[config.mk]
export PLATFORM = sky130hd
export DESIGN_NAME = ddr_read_arbiter
export DESIGN_NICKNAME = d
export VERILOG_FILES = /design/src/rtl/ddr_read_arbiter.sv
export SDC_FILE = /design/constraint.sdc
export NUM_CORES = 1
export LEC_CHECK = 0
export BUFFER_PORTS_ARGS = -buffer_cell sky130_fd_sc_hd__buf_2
export CAP_MARGIN = 20
export CORE_AREA = 2 2 155 157
export CTS_CLUSTER_DIAMETER = 40
export DETAILED_ROUTE_END_ITERATION = 12
export DIE_AREA = 0 0 157 159
export PLACE_DENSITY = 0.65
export SLEW_MARGIN = 20
export SYNTH_ARGS = -nofsm -noshare
export SYNTH_HDL_FRONTEND = slang
export SYNTH_SLANG_ARGS = --single-unit
[constraint.sdc]
create_clock -name clk -period 5.4 [get_ports clk]
set_input_delay 0.81 -clock clk [delete_from_list [all_inputs] [get_ports clk]]
set_output_delay 0.81 -clock clk [all_outputs]
set_load 0.01 [all_outputs]
[src/rtl/ddr_read_arbiter.sv]
// Round-robin arbiter sharing one DDR read path (address FIFO + read-data FIFO)
// among three burst-read clients; one burst outstanding, beats routed to the owner.
module ddr_read_arbiter #(
  parameter int unsigned BURST_BEATS = 2,
  parameter int unsigned TIMEOUT     = 255,
  parameter logic [2:0]  RD_CMD      = 3'b001
) (
  input  logic         clk,
  input  logic         rst,
  input  logic [2:0]   req_valid,
  input  logic [30:0]  req_addr0,
  input  logic [30:0]  req_addr1,
  input  logic [30:0]  req_addr2,
  output logic [2:0]   req_ack,
  output logic [2:0]   rd_valid,
  output logic [127:0] rd_data,
  output logic         rd_last,
  output logic         af_wr_en,
  output logic [2:0]   af_cmd_din,
  output logic [30:0]  af_addr_din,
  input  logic         af_full,
  input  logic         rdf_valid,
  input  logic [127:0] rdf_dout,
  output logic         rdf_rd_en,
  output logic         busy,
  output logic         err
);

  typedef enum logic [1:0] {S_IDLE, S_ISSUE, S_WAIT, S_RETURN} state_t;

  localparam logic [1:0] LAST_CNT  = 2'(BURST_BEATS - 1);
  localparam logic [7:0] TIMER_MAX = 8'(TIMEOUT - 1);

  state_t         state_q, state_d;
  logic [1:0]     last_grant_q, last_grant_d;
  logic [1:0]     owner_q, owner_d;
  logic [30:0]    addr_q, addr_d;
  logic [1:0]     beat_cnt_q, beat_cnt_d;
  logic [7:0]     timer_q, timer_d;
  logic           err_q, err_d;
  logic [2:0]     rd_valid_q, rd_valid_d;
  logic           rd_last_q, rd_last_d;
  logic [127:0]   rd_data_q, rd_data_d;

  function automatic logic [1:0] rr_pick(input logic [2:0] req, input logic [1:0] last);
    logic [1:0] pick;
    logic [1:0] idx;
    logic       found;
    pick  = 2'd0;
    found = 1'b0;
    for (int k = 1; k <= 3; k++) begin
      idx = 2'((int'(last) + k) % 3);
      if (!found && req[idx]) begin
        pick  = idx;
        found = 1'b1;
      end
    end
    return pick;
  endfunction

  always_comb begin
    state_d      = state_q;
    last_grant_d = last_grant_q;
    owner_d      = owner_q;
    addr_d       = addr_q;
    beat_cnt_d   = beat_cnt_q;
    timer_d      = timer_q;
    err_d        = err_q;
    rd_valid_d   = '0;
    rd_last_d    = 1'b0;
    rd_data_d    = rd_data_q;
    req_ack      = '0;
    af_wr_en     = 1'b0;
    af_addr_din  = '0;
    rdf_rd_en    = 1'b0;

    case (state_q)
      S_IDLE: begin
        if (rdf_valid) begin
          rdf_rd_en = 1'b1;
          err_d     = 1'b1;
        end
        if (|req_valid) begin
          owner_d = rr_pick(req_valid, last_grant_q);
          case (owner_d)
            2'd0:    addr_d = req_addr0;
            2'd1:    addr_d = req_addr1;
            default: addr_d = req_addr2;
          endcase
          state_d = S_ISSUE;
        end
      end
      S_ISSUE: begin
        if (rdf_valid) begin
          rdf_rd_en = 1'b1;
          err_d     = 1'b1;
        end
        af_wr_en    = 1'b1;
        af_addr_din = addr_q;
        if (!af_full) begin
          req_ack      = 3'b001 << owner_q;
          last_grant_d = owner_q;
          timer_d      = '0;
          beat_cnt_d   = '0;
          state_d      = S_WAIT;
        end
      end
      S_WAIT: begin
        rdf_rd_en = rdf_valid;
        if (rdf_valid) begin
          rd_valid_d = 3'b001 << owner_q;
          rd_data_d  = rdf_dout;
          rd_last_d  = (beat_cnt_q == LAST_CNT);
          beat_cnt_d = beat_cnt_q + 2'd1;
          timer_d    = '0;
          if (beat_cnt_q == LAST_CNT) state_d = S_RETURN;
        end else if (timer_q == TIMER_MAX) begin
          // Abandon the burst; anything arriving later is treated as stray.
          err_d   = 1'b1;
          timer_d = '0;
          state_d = S_IDLE;
        end else begin
          timer_d = timer_q + 8'd1;
        end
      end
      default: state_d = S_IDLE;
    endcase

    if (rst) begin
      req_ack     = '0;
      af_wr_en    = 1'b0;
      af_addr_din = '0;
      rdf_rd_en   = 1'b0;
    end
  end

  always_ff @(posedge clk) begin
    if (rst) begin
      state_q      <= S_IDLE;
      last_grant_q <= 2'd2;
      owner_q      <= 2'd0;
      addr_q       <= '0;
      beat_cnt_q   <= '0;
      timer_q      <= '0;
      err_q        <= 1'b0;
      rd_valid_q   <= '0;
      rd_last_q    <= 1'b0;
      rd_data_q    <= '0;
    end else begin
      state_q      <= state_d;
      last_grant_q <= last_grant_d;
      owner_q      <= owner_d;
      addr_q       <= addr_d;
      beat_cnt_q   <= beat_cnt_d;
      timer_q      <= timer_d;
      err_q        <= err_d;
      rd_valid_q   <= rd_valid_d;
      rd_last_q    <= rd_last_d;
      rd_data_q    <= rd_data_d;
    end
  end

  assign af_cmd_din = RD_CMD;
  assign rd_valid   = rd_valid_q;
  assign rd_last    = rd_last_q;
  assign rd_data    = rd_data_q;
  assign err        = err_q;
  assign busy       = (state_q != S_IDLE) && !rst;

endmodule

== Yosys cells after proc, flatten, opt, wreduce, memory -nomap -nowiden ==
Cells that the tools add are included.

* Shift-type cells: 1
* Mux-type cells: 45
* $lt $le $gt $ge: 3
* Divide/modulo/power cells: 3
* Bitwise logic cells: 3
* Equal/unequal tests: 13
* Add/subtract/negate cells: 5
* Reductions and logical operators: 21

{| class="wikitable"
|+ Operator list
! operator !! count
|-
| remainder unit 32 x 3 -> 32 bit, second input constant || 3
|-
| two-way mux 31 bit || 2
|-
| one-hot mux 31 bit (2 select lines) || 1
|-
| two-way mux 2 bit || 12
|-
| two-way mux 8 bit || 3
|-
| two-way mux 1 bit || 16
|-
| one-hot mux 8 bit (2 select lines) || 1
|-
| inequality test 2 bit, second input constant || 5
|-
| less-than comparator 2 x 3 -> 1 bit, second input constant || 3
|-
| two-way mux 3 bit || 3
|-
| adder 8 x 1 -> 8 bit, second input constant || 1
|-
| equality test 8 bit, second input constant || 1
|-
| AND reduction 2 bit || 4
|-
| AND reduction 4 bit || 2
|-
| adder 2 x 2 -> 3 bit, second input constant || 2
|-
| binary-select mux 1 bit (select 2 bit) || 3
|-
| equality test 2 x 1 -> 1 bit, second input constant || 3
|-
| inequality test 3 bit, second input constant || 2
|-
| one-hot mux 2 bit (3 select lines) || 1
|-
| nonzero test 2 bit || 3
|-
| OR reduction 3 bit || 2
|-
| zero test 2 bit || 2
|-
| one-hot mux 1 bit (2 select lines) || 2
|-
| one-hot mux 2 bit (2 select lines) || 1
|-
| 10 further kinds || 16
|}

* Input port bits: 228
* Register bits after elaboration: 180
* Output and inout bits: 173
* Logic and storage cells: 104

== Depth between registers and ports, before layout ==
* Depth after elaboration: 19
* Mapped depth: 9
* Gate-level depth less buffers: 7

== Least setup slack after synthesis ==
Ideal clock, no wire load.

* Kind: input port to output port
* Start: in rst
* End: out af_addr_din[21]
* Path buffers: 2
* Arrival time: 1.773 ns
* Required time: 4.590 ns
* Cell stages on the path: 4
* Setup slack: 2.817 ns
* Cells stage by stage: clkbuf_1 nor3b_1 clkbuf_1 and2_1

* Cells in the longest elaborated chain, start to end: 1

{| class="wikitable"
|+ Ends and longest elaborated chain
! what !! RTL line !! RTL
|-
| start: declaration || 9 || <nowiki>input logic rst,</nowiki>
|-
| two-way mux 31 bit || 129 || <nowiki>if (rst) begin</nowiki>
|-
| end: declaration || 20 || <nowiki>output logic [30:0] af_addr_din,</nowiki>
|}

Every way passes these cells.

== Worst setup path after layout ==
* Start: in rst
* End: out af_addr_din[8]

Same word-level chain as after synthesis.

==> impl_results.html <==
<table>
<tr><th>Metric</th><th>Value</th></tr>
<tr><th colspan="2">Logic synthesis</th></tr>
<tr><td>Top cells by area in the synthesized netlist</td><td>sky130_fd_sc_hd__dfxtp_1, sky130_fd_sc_hd__nand2_1, sky130_fd_sc_hd__a21oi_1</td></tr>
<tr><td>Number of synthesized register bits</td><td>180</td></tr>
<tr><td>Synth area leader</td><td>sky130_fd_sc_hd__dfxtp_1</td></tr>
<tr><td>Post-synthesis compound-gate area fraction</td><td>0.1852</td></tr>
<tr><td>EDFF count, synth</td><td>0</td></tr>
<tr><td>Fraction of synthesis flops using an asynchronous set or reset pin</td><td>0</td></tr>
<tr><td>Xor/xnor cell area share of the yosys netlist</td><td>0.006034</td></tr>
<tr><td>Portion of netlist area occupied by mux cells</td><td>0</td></tr>
<tr><td>Synth Flop Type</td><td>sky130_fd_sc_hd__dfxtp_1</td></tr>
<tr><td>Area fraction in and, or, nand and nor cells after synthesis</td><td>0.2464</td></tr>
<tr><td>Synthesized instance count</td><td>918</td></tr>
<tr><td>Proportion of synthesized chip area in sequential cells</td><td>0.4966</td></tr>
<tr><td>Synthesized area</td><td>7257 sq um</td></tr>
<tr><td>Post-Syn Area per Cell</td><td>between 7 and 8 sq um</td></tr>
<tr><td>Netlist cell types</td><td>42</td></tr>
<tr><td>Most frequently used cell type in the post-synthesis netlist</td><td>sky130_fd_sc_hd__nand2_1</td></tr>
<tr><td>Adder and majority cell fraction of the synthesized area</td><td>0.01034</td></tr>
<tr><td>Area share of the largest cell type after synthesis</td><td>0.4966</td></tr>
<tr><td>Main combinational cell family by area after synthesis</td><td>simple AND/OR/NAND/NOR gates</td></tr>
<tr><td>Yosys warning count</td><td>0</td></tr>
<tr><td>Top post-synthesis cells by count</td><td>sky130_fd_sc_hd__nand2_1, sky130_fd_sc_hd__dfxtp_1, sky130_fd_sc_hd__a21oi_1</td></tr>
<tr><th colspan="2">Power</th></tr>
<tr><td>Cell Pwr Density</td><td>between 300 and 400 nW/um^2</td></tr>
<tr><td>Overall power consumption</td><td>3057 uW</td></tr>
<tr><td>Standby leakage power</td><td>roughly 0.0045 uW</td></tr>
<tr><td>IR drop worst, VDD</td><td>about 0.00017 V</td></tr>
<tr><th colspan="2">Setup path</th></tr>
<tr><td>Type of the worst setup path</td><td>in2out</td></tr>
<tr><td>Source of the worst register-to-register timing path</td><td>last_grant_q[0]</td></tr>
<tr><td>Critical path required time</td><td>roughly 4600 ps</td></tr>
<tr><td>Startpoint types</td><td>input pin</td></tr>
<tr><td>Type of destination of the critical path</td><td>output port</td></tr>
<tr><td>Setup slack of the worst register-to-register path</td><td>2810 ps</td></tr>
<tr><td>Crit path DAT</td><td>1950 ps</td></tr>
<tr><td>Endpoint of the most critical register-to-register path</td><td>addr_q[15]</td></tr>
<tr><td>Crit Path Max Fanout</td><td>50</td></tr>
<tr><td>Depth of the worst register-to-register path</td><td>6</td></tr>
<tr><th colspan="2">Outcome</th></tr>
<tr><td>Outcome</td><td>finished clean</td></tr>
<tr><th colspan="2">STA</th></tr>
<tr><td>Final Max Tran Viols</td><td>0</td></tr>
<tr><td>Setup-failing EPs final</td><td>0</td></tr>
<tr><td>Number of hold-slack violations in the final timing report</td><td>0</td></tr>
<tr><td>Tmin final</td><td>approximately 2800 ps</td></tr>
<tr><td>Post-route fraction of the period consumed by the critical path</td><td>0.5118</td></tr>
<tr><td>Fin Setup TNS</td><td>0 ps</td></tr>
<tr><td>Worst Tran Pin Value</td><td>between 800 and 900 ps</td></tr>
<tr><td>Worst slew slack as a fraction of its limit</td><td>0.4126</td></tr>
<tr><td>Post-route clock skew</td><td>13.80 ps</td></tr>
<tr><td>Setup repair after global routing missed its margin</td><td>no</td></tr>
<tr><td>Highest achievable clock rate</td><td>between 0.3 and 0.4 GHz</td></tr>
<tr><th colspan="2">GRT</th></tr>
<tr><td>Overflow after GRT</td><td>0</td></tr>
<tr><td>Maximum number of pins on one net before global-route repair</td><td>82</td></tr>
<tr><td>Vias in the first global route</td><td>between 7,000 and 8,000</td></tr>
<tr><td>Antenna violations before repair</td><td>0</td></tr>
<tr><td>GR Util All Layers</td><td>0.1757</td></tr>
<tr><td>Global-route wire length before repair</td><td>~36 mm</td></tr>
<tr><th colspan="2">Place</th></tr>
<tr><td>HPWL reported at the end of detailed placement</td><td>16.27 mm</td></tr>
<tr><td>Placer's final routability congestion estimate</td><td>0.8378</td></tr>
<tr><td>Number of port buffers</td><td>about 400</td></tr>
<tr><th colspan="2">Die</th></tr>
<tr><td>Area of the die</td><td>24,960 sq um</td></tr>
<tr><td>Vertical die dimension</td><td>approximately 160 microns</td></tr>
<tr><td>Std-Cell Core Area</td><td>~23,000 sq um</td></tr>
<tr><td>Initial core utilization</td><td>0.3129</td></tr>
<tr><td>Die extent in x</td><td>157 microns</td></tr>
<tr><td>Row count</td><td>between 50 and 60</td></tr>
<tr><td>I/O pins</td><td>roughly 400</td></tr>
<tr><th colspan="2">Clock network</th></tr>
<tr><td>Later-pin clock latency in the skew report</td><td>430 ps</td></tr>
<tr><td>H-tree depth</td><td>4</td></tr>
<tr><td>Master cell of the clock root buffer</td><td>sky130_fd_sc_hd__clkbuf_16</td></tr>
<tr><td>Post-CTS sizing</td><td>0</td></tr>
<tr><td>Number of CTS-inserted buffers</td><td>17</td></tr>
<tr><td>Clock sink count</td><td>180</td></tr>
<tr><td>CTS tree</td><td>built</td></tr>
<tr><td>Number of hold-repair buffers added at the cts stage</td><td>0</td></tr>
<tr><td>Clock transition at the registers of the reported paths</td><td>70 ps</td></tr>
<tr><td>Clock buffer depth</td><td>2</td></tr>
<tr><td>Buffers inserted by post-CTS timing repair</td><td>0</td></tr>
<tr><th colspan="2">Detailed routing</th></tr>
<tr><td>Post-detailed-route via-to-cell ratio</td><td>4.676</td></tr>
<tr><td>Vias</td><td>7,487</td></tr>
<tr><td>Number of DRC markers in iteration 0</td><td>317</td></tr>
<tr><td>Number of DRC violations after detailed routing</td><td>0</td></tr>
<tr><td>ANT nets after route</td><td>0</td></tr>
<tr><td>Wirelength per Cell</td><td>14.26 microns</td></tr>
<tr><td>Detailed Routing Iterations Pass 1</td><td>5</td></tr>
<tr><td>Routed wire length</td><td>22.83 mm</td></tr>
<tr><th colspan="2">Flow run</th></tr>
<tr><td>Max-Cap Viols</td><td>0</td></tr>
<tr><th colspan="2">Worst hold path</th></tr>
<tr><td>Worst hold-check path type</td><td>reg2reg</td></tr>
<tr><td>Worst-case hold path end point</td><td>rd_data[100]</td></tr>
<tr><td>Hold depth</td><td>2</td></tr>
<tr><td>Hold Startpoint</td><td>rd_data[100]</td></tr>
<tr><th colspan="2">Layout</th></tr>
<tr><td>Share of post-route cells with drive strength above 1</td><td>0.3495</td></tr>
<tr><td>Area grow syn2layout</td><td>37.59%</td></tr>
<tr><td>Final standard cell utilization of the core</td><td>0.4305</td></tr>
<tr><td>Final net count</td><td>~1,500</td></tr>
<tr><td># diodes</td><td>0</td></tr>
<tr><td>Fill count</td><td>2,415</td></tr>
</table>
## power breakdown
group	internal [uW]	leakage (uW)	switching (uW)
Clock	624	0.000280	609
Sequential	1390	0.00146	34.4
Combinational	171	0.00276	233
Total	2180	0.00450	876
## placed cells by master (no fill, tap or decap), types with 10 or more instances in the layout
cell type	Yosys	routed
sky130_fd_sc_hd__a221oi_1	31	31
sky130_fd_sc_hd__nand3_1	34	34
sky130_fd_sc_hd__clkbuf_16	0	17
sky130_fd_sc_hd__a21oi_1	141	141
sky130_fd_sc_hd__a211oi_1	34	34
sky130_fd_sc_hd__inv_1	11	11
sky130_fd_sc_hd__nand2_1	272	270
sky130_fd_sc_hd__dfxtp_1	180	180
sky130_fd_sc_hd__buf_2	25	396
sky130_fd_sc_hd__buf_4	3	10
sky130_fd_sc_hd__and2_1	32	32
sky130_fd_sc_hd__nor2_1	58	57
## area by class of cell
class	instances	area [sq um]	area share
sequential	180	3603	0.3609
timing repair buffer	406	2057	0.2060
clock buffer	18	429.2	0.04298
multi-input combinational	653	3294	0.3299
tap	319	399.1	0.03997
inverter	11	41.29	0.004135
clock inverter	14	160.2	0.01604
## worst max-delay path, stage by stage
cell and delay (ps):
sky130_fd_sc_hd__buf_4 440, sky130_fd_sc_hd__nor3b_2 80, sky130_fd_sc_hd__buf_4 240, sky130_fd_sc_hd__and2_1 200, sky130_fd_sc_hd__buf_2 140
## worst max-delay path by stage
stage,from,end,slack [ps],depth (start not counted)
final,rst,af_addr_din[8],2640,5
after global routing,rst,af_addr_din[8],2560,5
after CTS,rst,af_addr_din[19],2620,5
after detailed placement,rst,rd_data[81],2420,4
after global placement,rst,rd_data[16],2450,4
after floorplan,rst,af_addr_din[21],2820,4
## metal layers
layer	global-route usage	routed length, microns
met1	0.2115	9747
met2	0.3028	10980
met3	0.04600	1736
met4	0.05796	371
met5	0	0
## cells by family (layout without fill, tap and decap cells)
kind of cell,count (synthesis),in the layout
and+or+nand+nor,419,419
xor gates and xnor gates,5,5
adders and majority gates,6,6
DFF,180,180
other,2,3
buffers and inverters,86,449
AOI/OAI and AO/OA,220,220
## registers in the layout (all words and copies together) (netlist names)
| register | count |
|---|---|
| owner_q | 2 |
| err | 1 |
| timer_q | 8 |
| beat_cnt_q | 2 |
| state_q | 2 |
| rd_data | 128 |
| last_grant_q | 2 |
| rd_valid | 3 |
| addr_q | 31 |
| rd_last | 1 |
## per-stage QoR
stage | cell area (sq um) | setup slack (ps) | hold WS (ps) | cells
after global routing | 9985 | 2555 | 469.3 | 1601
after detailed placement | 9393 | 2422 | 443.0 | 1569
after CTS | 9982 | 2618 | 453.9 | 1601
after floorplan | 7261 | 2817 | 454.0 | 919
after global placement | 9393 | 2451 | 439.0 | 1569
final | 9985 | 2636 | 452.0 | 1601
No activity file was read; power rests on OpenSTA's default activity.
